[src/rtl/div_pkg.sv]
// Shared types and constants for the sequential restoring divider.
// Optional divide-by-zero detection is enabled with DIV_ZERO_DETECT_EN.
package div_pkg;

    localparam int DEFAULT_WIDTH = 32;

    typedef enum logic [1:0] {
        IDLE = 2'd0,
        CALC = 2'd1,
        DONE = 2'd2
    } div_state_e;

    // Iteration counter width: holds 0 .. width-1.
    function automatic int cnt_width(input int width);
        return $clog2(width);
    endfunction

endpackage

[src/rtl/div_control.sv]
// Sequencer for seq_divider: state machine, iteration counter, busy/ready/dz
// registers and the load/shift strobes. dz exists only with DIV_ZERO_DETECT_EN.
module div_control
    import div_pkg::*;
#(
    parameter int WIDTH = DEFAULT_WIDTH
) (
    input  logic       clk,
    input  logic       rst,
    input  logic       run,
`ifdef DIV_ZERO_DETECT_EN
    input  logic       div_zero,
    output logic       dz,
`endif
    output logic       load,
    output logic       shift,
    output logic       busy,
    output logic       ready,
    output div_state_e state
);

    localparam int CW = cnt_width(WIDTH);

    div_state_e    state_q, state_d;
    logic [CW-1:0] count_q, count_d;
    logic          busy_q, busy_d;
    logic          ready_q, ready_d;
    logic          last;
`ifdef DIV_ZERO_DETECT_EN
    logic          dz_q, dz_d;
`endif

    always_comb begin
        load    = (state_q != CALC) && run;
        shift   = (state_q == CALC);
        last    = shift && (count_q == CW'(WIDTH - 1));
        state_d = state_q;
        count_d = count_q;
        busy_d  = busy_q;
        ready_d = ready_q;
`ifdef DIV_ZERO_DETECT_EN
        dz_d    = dz_q;
`endif
        if (load) begin
            count_d = '0;
            state_d = CALC;
            busy_d  = 1'b1;
            ready_d = 1'b0;
`ifdef DIV_ZERO_DETECT_EN
            dz_d    = div_zero;
            // A zero divisor skips iteration; the datapath loads the result directly.
            if (div_zero) begin
                state_d = DONE;
                busy_d  = 1'b0;
                ready_d = 1'b1;
            end
`endif
        end else if (shift) begin
            count_d = count_q + CW'(1);
            if (last) begin
                state_d = DONE;
                busy_d  = 1'b0;
                ready_d = 1'b1;
            end
        end
    end

    always_ff @(posedge clk) begin
        if (rst) begin
            state_q <= IDLE;
            count_q <= '0;
            busy_q  <= 1'b0;
            ready_q <= 1'b0;
`ifdef DIV_ZERO_DETECT_EN
            dz_q    <= 1'b0;
`endif
        end else begin
            state_q <= state_d;
            count_q <= count_d;
            busy_q  <= busy_d;
            ready_q <= ready_d;
`ifdef DIV_ZERO_DETECT_EN
            dz_q    <= dz_d;
`endif
        end
    end

    assign busy  = busy_q;
    assign ready = ready_q;
    assign state = state_q;
`ifdef DIV_ZERO_DETECT_EN
    assign dz    = dz_q;
`endif

endmodule

[src/rtl/seq_divider.sv]
// Sequential unsigned restoring divider, one quotient bit per clock.
// Define DIV_ZERO_DETECT_EN for the dz port and single-cycle divide-by-zero.
module seq_divider
    import div_pkg::*;
#(
    parameter int WIDTH = DEFAULT_WIDTH
) (
    input  logic             clk,
    input  logic             rst,
    input  logic             run,
    input  logic [WIDTH-1:0] dividend,
    input  logic [WIDTH-1:0] divisor,
    output logic [WIDTH-1:0] quotient,
    output logic [WIDTH-1:0] remainder,
    output logic             busy,
    output logic             ready
`ifdef DIV_ZERO_DETECT_EN
    ,
    output logic             dz
`endif
);

    // Handshake: run is accepted on any rising edge where the divider is not
    // iterating (IDLE or DONE); operands are sampled only on that edge. ready
    // then drops and rises again once quotient/remainder are final, holding
    // until the next accepted run. run while busy is ignored.

    logic [WIDTH-1:0] rem_q, rem_d;
    logic [WIDTH-1:0] q_q, q_d;
    logic [WIDTH-1:0] dvs_q, dvs_d;
    logic [WIDTH:0]   rem_sh;
    logic [WIDTH:0]   trial;
    logic             load;
    logic             shift;
    div_state_e       ctrl_state;
`ifdef DIV_ZERO_DETECT_EN
    logic             div_zero;

    assign div_zero = (divisor == '0);
`endif

    div_control #(
        .WIDTH (WIDTH)
    ) u_ctrl (
        .clk      (clk),
        .rst      (rst),
        .run      (run),
`ifdef DIV_ZERO_DETECT_EN
        .div_zero (div_zero),
        .dz       (dz),
`endif
        .load     (load),
        .shift    (shift),
        .busy     (busy),
        .ready    (ready),
        .state    (ctrl_state)
    );

    always_comb begin
        // The bit shifted out of rem is kept so wide divisors never lose a carry.
        rem_sh = {rem_q, q_q[WIDTH-1]};
        trial  = rem_sh - {1'b0, dvs_q};
        rem_d  = rem_q;
        q_d    = q_q;
        dvs_d  = dvs_q;
        if (load) begin
            dvs_d = divisor;
            q_d   = dividend;
            rem_d = '0;
`ifdef DIV_ZERO_DETECT_EN
            if (div_zero) begin
                q_d   = '1;
                rem_d = dividend;
            end
`endif
        end else if (shift) begin
            if (!trial[WIDTH]) begin
                rem_d = trial[WIDTH-1:0];
                q_d   = {q_q[WIDTH-2:0], 1'b1};
            end else begin
                rem_d = rem_sh[WIDTH-1:0];
                q_d   = {q_q[WIDTH-2:0], 1'b0};
            end
        end
    end

    always_ff @(posedge clk) begin
        if (rst) begin
            rem_q <= '0;
            q_q   <= '0;
            dvs_q <= '0;
        end else begin
            rem_q <= rem_d;
            q_q   <= q_d;
            dvs_q <= dvs_d;
        end
    end

    assign quotient  = q_q;
    assign remainder = rem_q;

    a_busy_state : assert property (@(posedge clk) disable iff (rst)
        busy == (ctrl_state == CALC));
    a_ready_state : assert property (@(posedge clk) disable iff (rst)
        ready == (ctrl_state == DONE));

endmodule

[config.mk]
export PLATFORM = sky130hd
export DESIGN_NAME = seq_divider
export DESIGN_NICKNAME = d
export VERILOG_FILES = /design/src/rtl/div_pkg.sv /design/src/rtl/div_control.sv /design/src/rtl/seq_divider.sv
export SDC_FILE = /design/constraint.sdc
export NUM_CORES = 1
export LEC_CHECK = 0
export CAP_MARGIN = 20
export CORE_MARGIN = 2
export CORE_UTILIZATION = 50
export DETAILED_ROUTE_END_ITERATION = 16
export GPL_TIMING_DRIVEN = 0
export PLACE_DENSITY = 0.79
export REMOVE_ABC_BUFFERS = 1
export SYNTH_ARGS = -nofsm -noshare
export SYNTH_HDL_FRONTEND = slang
export SYNTH_HIERARCHICAL = 1
export SYNTH_SLANG_ARGS = --single-unit
[constraint.sdc]
create_clock -name clk -period 7.5 [get_ports clk]
set_clock_uncertainty 0.1 [all_clocks]
set_input_delay 1.5 -clock clk [delete_from_list [all_inputs] [get_ports clk]]
set_output_delay 1.5 -clock clk [all_outputs]
set_load 0.02 [all_outputs]
==> impl_metrics.py, run 1 <==
metrics = {
    "detailed_routing": {
        "vias": 5878,
        "routed_wl_um": 15800,
        "viasPerCell": 5.61,
        "drtAntennaViolNets": 0,
        "drc": 0,
        "drt-initial-drc-count": 412,
        "firstDrtPassIters": 6,
        "wire_per_inst_um": 15.1,
    },
    "clocking": {
        "root_buffer": "clkbuf_16",
        "tritoncts": "done",
        "htreeDepth": 3,
        "cts_buffer_depth": 2,
        "cts_resized": 0,
        "clkLatencyLatePin_ns": 0.36,
        "post_cts_buffers": 0,
        "clock_sinks": 103,
        "hold_buffers": 0,
        "clkTransAtPathRegs_ns": 0.07,
        "cts_buffers": 9,
    },
    "layout": {
        "syn2layout_area_growth_pct": 28.3,
        "fillCellCount": 969,
        "antenna_cells": 0,
        "design_area_sq_um": 7980,
        "drive_gt1_share_pct": 4.55,
        "utilization_pct": 66.2,
        "fin_nets": 977,
    },
    "timing": {
        "fin_crit_sh_pct": 53.7,
        "setup_viol": 0,
        "worst_pin_slew_ns": 1.05,
        "fmax_mhz": 248,
        "drv_slew": 0,
        "tns_ns": 0,
        "period_needed_ns": 4.03,
        "slew_headroom_pct": 29.9,
        "hold_viol": 0,
        "grt_setup_unrepaired": "no",
    },
    "global_routing": {
        "antenna_found_initial": 0,
        "grt_pass1_wl_um": 25700,
        "grt_pass1_vias": 5569,
        "grt_usage_pct": 23.7,
        "grt_overflow": 0,
        "grt_max_degree": 86,
    },
    "setup_path": {
        "critPathCaptureType": "flop",
        "criticalPathCategory": "flop to flop",
        "crit_required_ns": 7.69,
        "crit_fanout": 32,
        "worstSetupStartpointType": "flop",
        "arrival_ns": 4.21,
    },
    "place": {
        "gp_congestion": 0.897,
        "io_buffers": 132,
        "dp.final_hpwl_um": 11000,
        "placed_cell_area_sq_um": 7680,
    },
    "die": {
        "core.rowCount": 40,
        "die_h_um": 116,
        "start_util_pct": 51.6,
        "dieArea_sq_um": 13300,
        "die_width_um": 116,
        "core_area_sq_um": 12100,
        "pin_count": 133,
    },
    "min_path": {
        "hold_path_class": "flop to flop",
    },
    "power_and_ir_drop": {
        "peakVddDrop_uv": 196,
        "pwr-share-clk_pct": 26.3,
        "power_frac_seq_pct": 34.2,
        "p_sw_share_pct": 36.1,
        "combPwrFrac_pct": 39.5,
        "intPower_mw": 1.15,
        "cellPowerDensity_nw_per_um2": 227,
        "netSwitchingPower_uw": 653,
        "p_leak_nw": 3.24,
    },
    "synth": {
        "syn_inst": 773,
        "avgSynthCellArea_sq_um": 8.05,
        "synth_area_sq_um": 6220,
        "ys_warn_count": 6,
    },
    "run_status": {
        "outcome": "finished clean",
    },
    "flow_run": {
        "maxCapViolations": 0,
    },
}
-- layout make-up --
cell class | instances | area (sq um) | area share, %
clock buffers | 9 | 225 | 2.82
clock inverters | 6 | 68.8 | 0.862
inverters | 41 | 156 | 1.96
multi-input cells | 582 | 3810 | 47.7
flip-flops and latches | 103 | 2060 | 25.8
well taps | 168 | 210 | 2.63
repair buffers | 138 | 1450 | 18.1
-- final timing paths --
path | to | depth (start not counted) | slack (ns) | startpoint
max | remainder[29] | 12 | 3.47 | quotient[31]
min | u_ctrl/count_q[4] | 2 | 0.38 | u_ctrl/count_q[4]
max reg2reg | remainder[29] | 12 | 3.47 | quotient[31]
min reg2reg | u_ctrl/count_q[4] | 2 | 0.38 | u_ctrl/count_q[4]
-- critical path, cell delays in order (launching register included) --
cell	delay, ns
dfxtp_1	0.38
inv_1	0.06
ha_1	0.21
fa_1	0.38
nand2b_1	0.19
a21o_1	0.20
a21oi_2	0.22
a31oi_2	0.21
o41ai_4	0.33
a311o_4	0.36
xor2_4	0.82
mux2i_1	0.22
a211oi_2	0.25
-- state kept, by name, summed over array words and instances, names as in the netlist --
register	flops
dvs_q	32
u_ctrl/ready	1
u_ctrl/state	1
quotient	32
remainder	32
u_ctrl/count_q	5
-- through the flow --
stage	std cells	hold slack [ns]	power, mW	worst slack (ns)
detailed placement	1032	0.376	1.33	3.54
floorplan	726	0.346	1.12	-0.600
global route	1047	0.407	1.91	3.25
global placement	1026	0.359	1.31	-4.50
finish	1047	0.382	1.81	3.47
CTS	1047	0.386	1.81	3.51
-- per-layer routing --
metal	share of wire, %	vias to the layer above	global-route usage [%]
met5	0	-	0
met2	48	196	40.3
met1	42	2749	27.8
met4	1.7	0	7.79
li1	-	2909	-
met3	8.4	24	8.37
-- cells in the final DEF, fill, tap and decap left out, drive strengths merged, types with 4 or more instances in the layout --
cell,n
nand3,18
nor2,113
a31oi,31
xnor2,12
mux2i,69
nor3,13
buf,7
or3,5
nand4,4
a21oi,68
o21a,6
o211ai,7
clkbuf,9
a211oi,8
and3,11
ha,34
clkdlybuf4s50,131
a21o,14
nand2b,13
dfxtp,103
xor2,14
nand2,62
nor2b,4
inv,43
o21ai,40
o21bai,4
-- power by group through the flow --
| stage | Sequential, mW | Combinational (mW) | Clock (mW) |
|---|---|---|---|
| final | 0.618 | 0.714 | 0.476 |
| after global placement | 0.628 | 0.684 | 0 |
| after global routing | 0.623 | 0.777 | 0.506 |
| after detailed placement | 0.630 | 0.699 | 0 |
| after floorplan | 0.655 | 0.466 | 0 |
| after CTS | 0.618 | 0.708 | 0.487 |
(Power assumes the default switching activity.)
==> run 2, diff against run 1 <==
CORE_UTILIZATION = 47   (was 50)
PLACE_DENSITY = 0.78   (was 0.79)
clock period = 3.43 ns   (was 7.5 ns; I/O delays follow)
==> impl_metrics.py, run 2 (same netlist as run 1, synthesis figures left out) <==
metrics = {
    "clocking": {
        "tritoncts": "done",
        "clkTransAtPathRegs_ns": 0.07,
        "cts_buffers": 9,
        "clkLatencyLatePin_ns": 0.37,
        "clock_sinks": 103,
        "htreeDepth": 3,
        "root_buffer": "clkbuf_16",
        "hold_buffers": 0,
        "cts_buffer_depth": 2,
    },
    "detailed_routing": {
        "wire_per_inst_um": 14.9,
        "drt-initial-drc-count": 258,
        "firstDrtPassIters": 4,
        "viasPerCell": 5.46,
        "routed_wl_um": 16100,
        "drc": 0,
        "vias": 5879,
        "drtAntennaViolNets": 0,
    },
    "die": {
        "die_width_um": 119,
        "core.rowCount": 42,
        "pin_count": 133,
        "die_h_um": 119,
        "start_util_pct": 47.5,
        "core_area_sq_um": 13100,
        "dieArea_sq_um": 14200,
    },
    "min_path": {
        "hold_path_depth": 2,
        "hold_path_class": "flop to flop",
        "worst_hold_path.endpoint": "u_ctrl/ready",
        "hold_start": "u_ctrl/ready",
    },
    "layout": {
        "drive_gt1_share_pct": 8.21,
        "final_cell_mix": "clkdlybuf4s50_1 (131), nor2_1 (111), dfxtp_1 (101)",
        "antenna_cells": 0,
        "fin_nets": 998,
        "mostFrequentLayoutCell": "clkdlybuf4s50_1",
        "syn2layout_area_growth_pct": 33.3,
        "fillCellCount": 1162,
        "utilization_pct": 63.3,
    },
    "timing": {
        "grt_setup_unrepaired": "yes",
        "setup_viol": 0,
        "period_needed_ns": 3.31,
        "slew_headroom_pct": 42.1,
        "fmax_mhz": 302,
        "drv_slew": 0,
        "fin_crit_sh_pct": 96.5,
        "worst_pin_slew_ns": 0.868,
        "hold_viol": 0,
    },
    "power_and_ir_drop": {
        "p_leak_nw": 3.37,
        "peakVddDrop_uv": 477,
        "finalPower_mw": 4.26,
        "cellPowerDensity_nw_per_um2": 514,
    },
    "global_routing": {
        "grt_use_met3_pct": 8.24,
        "grt_max_degree": 79,
        "met2_usage_pct": 36.9,
        "grt_overflow": 0,
        "grt_pass1_wl_um": 26300,
        "busiest_layer": "met2",
        "grt_usage_pct": 22.8,
        "antenna_found_initial": 0,
        "use_met1_pct": 27.5,
        "grt_pass1_vias": 5588,
    },
    "place": {
        "io_buffers": 132,
        "gp_congestion": 0.900,
        "dp.final_hpwl_um": 10700,
    },
    "setup_path": {
        "r2r.worst_path.cells": 14,
        "arrival_ns": 3.45,
        "critPathCaptureType": "flop",
        "worstReg2RegStart": "quotient[31]",
        "cp_slowest_cell": "fa_2",
        "crit_fanout": 4,
        "path_cells": "inv_2 -> ha_4 -> fa_2 -> nand2b_4 -> a21o_1 -> a21oi_4 -> a31oi_4 -> o41ai_4 -> a311o_4 -> buf_6 -> xor2_4 -> buf_6 -> mux2i_1 -> a21oi_1",
        "criticalPathCategory": "flop to flop",
        "startpoint": "quotient[31]",
        "crit_required_ns": 3.57,
        "rrSetupSlack_ns": 0.12,
        "reg2reg_to": "remainder[16]",
        "path_common_cell": "buf_6",
        "worstSetupStartpointType": "flop",
        "slowest_delay_ns": 0.39,
    },
    "run_status": {
        "outcome": "finished clean",
    },
    "flow_run": {
        "maxCapViolations": 0,
    },
}
[run 2: worst max-delay path, delay by kind of cell (launching register included)]
kind            cells  cell delay (ns)
compound gates      6             1.24
xor+xnor            1             0.25
fa+ha+maj           2             0.55
buf+inv             3             0.34
flops               1             0.34
mux                 1             0.18
simple gates        1             0.16
[run 2: cell type report]
cell class	count	area, sq um	area share [%]
repair buffers	157	1620	19.5
clock buffers	11	253	3.05
multi-input cells	584	3940	47.5
inverters	41	156	1.89
flip-flops and latches	103	2060	24.9
clock inverters	5	38.8	0.468
well taps	176	220	2.66
[run 2: how the worst max path moves through the flow]
stage / to / slack [ns] / cells past startpoint
finish: remainder[16] / 0.12 / 14
floorplan: remainder[27] / -4.45 / 7
CTS: remainder[29] / 0.002 / 14
global route: remainder[15] / -0.01 / 14
global placement: remainder[27] / -8.39 / 7
detailed placement: remainder[29] / -0.61 / 12
[run 2: routing by layer]
metal / vias up / part of all wire [%]
li1: 2948 / -
met3: 27 / 8.6
met1: 2717 / 43
met4: 0 / 2.4
met2: 187 / 46
met5: - / 0
[run 2: repair_timing]
action | in CTS | in global routing
cloned | 2 | 0
pin swaps | 6 | 12
endpoints found under the setup margin | 32 | 33
setup buffers | 13 | 7
gates resized for setup | 10 | 14
[run 2: report_power, final]
group | internal (mW) | switching [mW]
Sequential | 1.28 | 0.0770
Clock | 0.539 | 0.489
Combinational | 0.894 | 0.986
Total | 2.71 | 1.55
[run 2: stage by stage]
stage                     setup WS, ns  instance area, sq um  hold WS (ns)  TNS (ns)  cells
after floorplan                  -4.45                  6020         0.346   -284.85    726
after global placement           -8.39                  7560         0.361   -524.09   1034
after detailed placement        -0.612                  7670         0.363    -13.96   1039
after CTS                      0.00150                  8160         0.374         0   1070
after global routing           -0.0133                  8290         0.402   -0.0529   1077
final                            0.119                  8290         0.369         0   1077
==> run 3, diff against run 2 <==
ABC_CLOCK_PERIOD_IN_PS = 3430   (was unset)
==> results of run 3 <==
Same layout as run 2: the final DEF is identical, and so are final timing and power.
==> edit 1, RTL diff (config.mk and constraints of run 3) <==
Reset style: asynchronous (`rst`), changed in 2 clocked blocks.
--- a/src/rtl/div_control.sv
+++ b/src/rtl/div_control.sv
@@ -65,7 +65,7 @@
         end
     end
 
-    always_ff @(posedge clk) begin
+    always_ff @(posedge clk or posedge rst) begin
         if (rst) begin
             state_q <= IDLE;
             count_q <= '0;
--- a/src/rtl/seq_divider.sv
+++ b/src/rtl/seq_divider.sv
@@ -84,7 +84,7 @@
         end
     end
 
-    always_ff @(posedge clk) begin
+    always_ff @(posedge clk or posedge rst) begin
         if (rst) begin
             rem_q <= '0;
             q_q   <= '0;
Formal check against the unedited RTL: differs if rst is asserted again (counterexample within 4 cycles, from zero or initial values and one cycle with rst high); with rst held inactive, the same outputs for 4 cycles.
==> edit 1 against run 3 <==
Routed wire length shrank 8.9%; area after synthesis rose by 1.4%; global-route usage down 2.0 points; setup slack gained 0.077 ns; non-clock buffer count is 7 lower; cell area is 0.53% lower; sequential cell count unchanged; critical endpoint is now remainder[23]; largest cell class unchanged.
Power is not shown: default switching activity piles up to over one toggle a cycle in this logic, so the estimate is an artifact.
==> edit 1: results <==
INSERT INTO impl_metrics (metric_group, metric, value, unit) VALUES
('cts', 'worst_skew_pair.late_latency', '0.35', 'ns'),
('detailed_routing', 'dr_wl_met2', '6788', 'um'),
('grt', 'grt_first_pass_wirelength', '24820', 'um'),
('timing', 'hold_slack', '0.3954', 'ns'),
('grt', 'globalRouteTotalUtil', '0.2089', ''),
('run_status', 'run_status', 'finished clean', ''),
('placed_design', 'place.gp.congestion', '0.8754', ''),
('detailed_routing', 'routed-via-count', '5462', ''),
('grt', 'vias_in_the_first_global_route', '5261', ''),
('worst_setup_path', 'worst_r2r_endpoint', 'remainder[23]', ''),
('detailed_routing', 'first_iter_violations', '341', ''),
('placed_design', 'detailedPlacementHpwl', '10120', 'um'),
('grt', 'maximum_number_of_pins_on_one_net_before_global_route_repair', '68', ''),
('detailed_routing', 'via_density', '5.303', ''),
('timing', 'worst-slew-pin-transition', '0.9851', 'ns'),
('hold_path', 'worst_hold_startpoint', 'u_ctrl/count_q[3]', ''),
('detailed_routing', 'routed_wl', '14640', 'um'),
('final_layout', 'share_of_post_route_cells_with_drive_strength_above_1', '0.05386', ''),
('worst_setup_path', 'r2r_start', 'quotient[31]', ''),
('worst_setup_path', 'timing.critical_path.fanout_max', '9', '');
edit 1: area by class of cell:
type	count	area share
repair buffers	150	0.1915
clock buffers	13	0.03035
flip-flops and latches	103	0.3126
inverters	45	0.02079
clock inverters	1	0.003642
well taps	176	0.02671
multi-input cells	542	0.4143
edit 1: layer usage:
layer  vias to the layer above  GRT usage
met5                         -          0
met4                         0    0.06765
met3                        16    0.04753
met2                       107     0.3343
met1                      2552     0.2819
li1                       2787          -
edit 1: stage by stage:
| step | cell area, sq um | setup slack, ns |
|---|---|---|
| finish | 8244 | 0.1957 |
| global route | 8244 | -0.01317 |
| CTS | 8135 | 0.02368 |
| detailed placement | 7836 | -0.1114 |
| global placement | 7656 | -1.473 |
| floorplan | 6115 | -0.2998 |
edit 1: timing repair:
item | 4_1_cts | 5_1_grt
setup buffers | 1 | 9
pin swaps | 1 | 5
setup endpoints to repair | 10 | 28
cloned | 0 | 0
gates resized for setup | 1 | 5
edit 1: worst max-delay path by stage:
stage,endpoint,slack (ns),cells after the start
finish,remainder[23],0.20,14
global route,remainder[23],-0.01,14
CTS,remainder[5],0.02,14
detailed placement,remainder[5],-0.11,14
global placement,quotient[6],-1.47,2
floorplan,remainder[0],-0.30,12
==> edit 2, RTL diff (flow settings as in run 3) <==
Made on the original files. Build with the macro `DIV_ZERO_DETECT_EN` defined.
--- a/src/rtl/div_control.sv
+++ b/src/rtl/div_control.sv
@@ -1,5 +1,7 @@
 // Sequencer for seq_divider: state machine, iteration counter, busy/ready/dz
 // registers and the load/shift strobes. dz exists only with DIV_ZERO_DETECT_EN.
+`define DIV_ZERO_DETECT_EN
+
 module div_control
     import div_pkg::*;
 #(
Formal check against the unedited RTL (old outputs only; new: dz): not equivalent (a bounded check fails within 4 cycles, from zero or initial values and one cycle with rst high).
==> edit 2 against run 3 <==
Critical endpoint is now remainder[25]; non-clock buffer count fell by 8; sequential cell count rose by 1; routed wire length rose by 16%; area after synthesis rose by 7.0%; via count rose by 9.0%; cell area rose by 3.0%; power rose by 8.1%; maximum frequency rose by 0.86%; setup slack improved by 0.028 ns.
==> edit 2: results <==
INSERT INTO impl_metrics (metric_group, metric, value, unit) VALUES
('timing', 'timing.slew.headroom', '0.5514', ''),
('worst_setup_path', 'r2r_setup_slack', '0.15', 'ns'),
('grt', 'vias_in_the_first_global_route', '5863', ''),
('worst_setup_path', 'timing.critical_path.fanout_max', '7', ''),
('worst_setup_path', 'timing.reg2reg.worst_path_depth', '13', ''),
('placed_design', 'detailedPlacementHpwl', '13110', 'um'),
('detailed_routing', 'routed_wl', '18680', 'um'),
('worst_setup_path', 'critical_path_arrival', '3.43', 'ns'),
('detailed_routing', 'detail_route.first_pass.iterations', '5', ''),
('final_layout', 'instances_no_fill', '1105', ''),
('worst_setup_path', 'critical_path_slowest_stage_cell', 'sky130_fd_sc_hd__fa_1', ''),
('run_status', 'run_status', 'finished clean', ''),
('synth', 'synth.avg_cell_area', '8.166', 'sq um'),
('grt', 'globalRouteTotalUtil', '0.2438', ''),
('worst_setup_path', 'setup.worst_path.end', 'remainder[25]', ''),
('grt', 'maximum_number_of_pins_on_one_net_before_global_route_repair', '60', ''),
('power', 'worst_ir_drop_vdd', '275.6', 'uV'),
('grt', 'grt_first_pass_wirelength', '29140', 'um'),
('placed_design', 'place.gp.congestion', '0.8777', ''),
('power', 'static-leakage-power', '3.211', 'nW'),
('timing', 'share_of_the_clock_period_used_by_the_worst_path', '0.9571', ''),
('timing', 'hold_slack', '0.3812', 'ns'),
('detailed_routing', 'first_iter_violations', '362', ''),
('worst_setup_path', 'r2r_start', 'quotient[31]', ''),
('placed_design', 'port_buffers', '133', '');
## edit 2: area by class of cell
| cell class | count | area [sq um] |
|---|---|---|
| inverter | 39 | 148.9 |
| clock buffer | 13 | 250.2 |
| fill | 1229 | 5346 |
| clock inverter | 1 | 5.005 |
| tap | 180 | 225.2 |
| sequential | 104 | 2082 |
| timing repair buffer | 149 | 1558 |
| multi-input combinational | 619 | 4265 |
## edit 2: stage by stage
step / utilization / instance area, sq um
4_1_cts: 0.6094 / 8459
5_1_grt: 0.6148 / 8534
3_3_place_gp: 0.5730 / 7954
3_5_place_dp: 0.5863 / 8138
2_1_floorplan: - / 6397
6_report: 0.6148 / 8534
## edit 2: per-layer routing
layer	vias up	GRT usage	part of all wire
li1	3166	-	-
met1	3030	0.3209	0.45
met2	195	0.4095	0.48
met3	16	0.04013	0.060
met4	0	0.07457	0.013
met5	-	0	0
## edit 2: worst min-delay path by stage
stage	end	cells past startpoint	startpoint
3_3_place_gp	u_ctrl/count_q[4]	2	u_ctrl/count_q[4]
3_5_place_dp	u_ctrl/count_q[4]	2	u_ctrl/count_q[4]
4_1_cts	u_ctrl/count_q[4]	2	u_ctrl/count_q[4]
2_1_floorplan	u_ctrl/count_q[4]	2	u_ctrl/count_q[4]
6_report	u_ctrl/dz	2	u_ctrl/dz
5_1_grt	u_ctrl/count_q[4]	2	u_ctrl/count_q[4]
## edit 2: where the power goes
group	leakage (nW)	internal (W)	switching, W
registers	0.854	0.00132	0.000101
clock network	0.126	0.000505	0.000455
logic	2.23	0.00101	0.00122
## edit 2: what timing repair did
action                                  in CTS  in global routing
pin swaps                                    2                  6
endpoints found under the setup margin      33                 32
gates cloned                                 1                  1
buffers inserted                             5                  3
gates resized for setup                      6                  9
## edit 2: critical path: cells and delay by family (launching register included)
kind	cells	cell delay (ns)
muxes	1	0.31
adders and majority gates	2	0.62
and+or+nand+nor	3	0.36
AOI/OAI and AO/OA	6	1.33
DFF	1	0.36
buffers and inverters	1	0.09
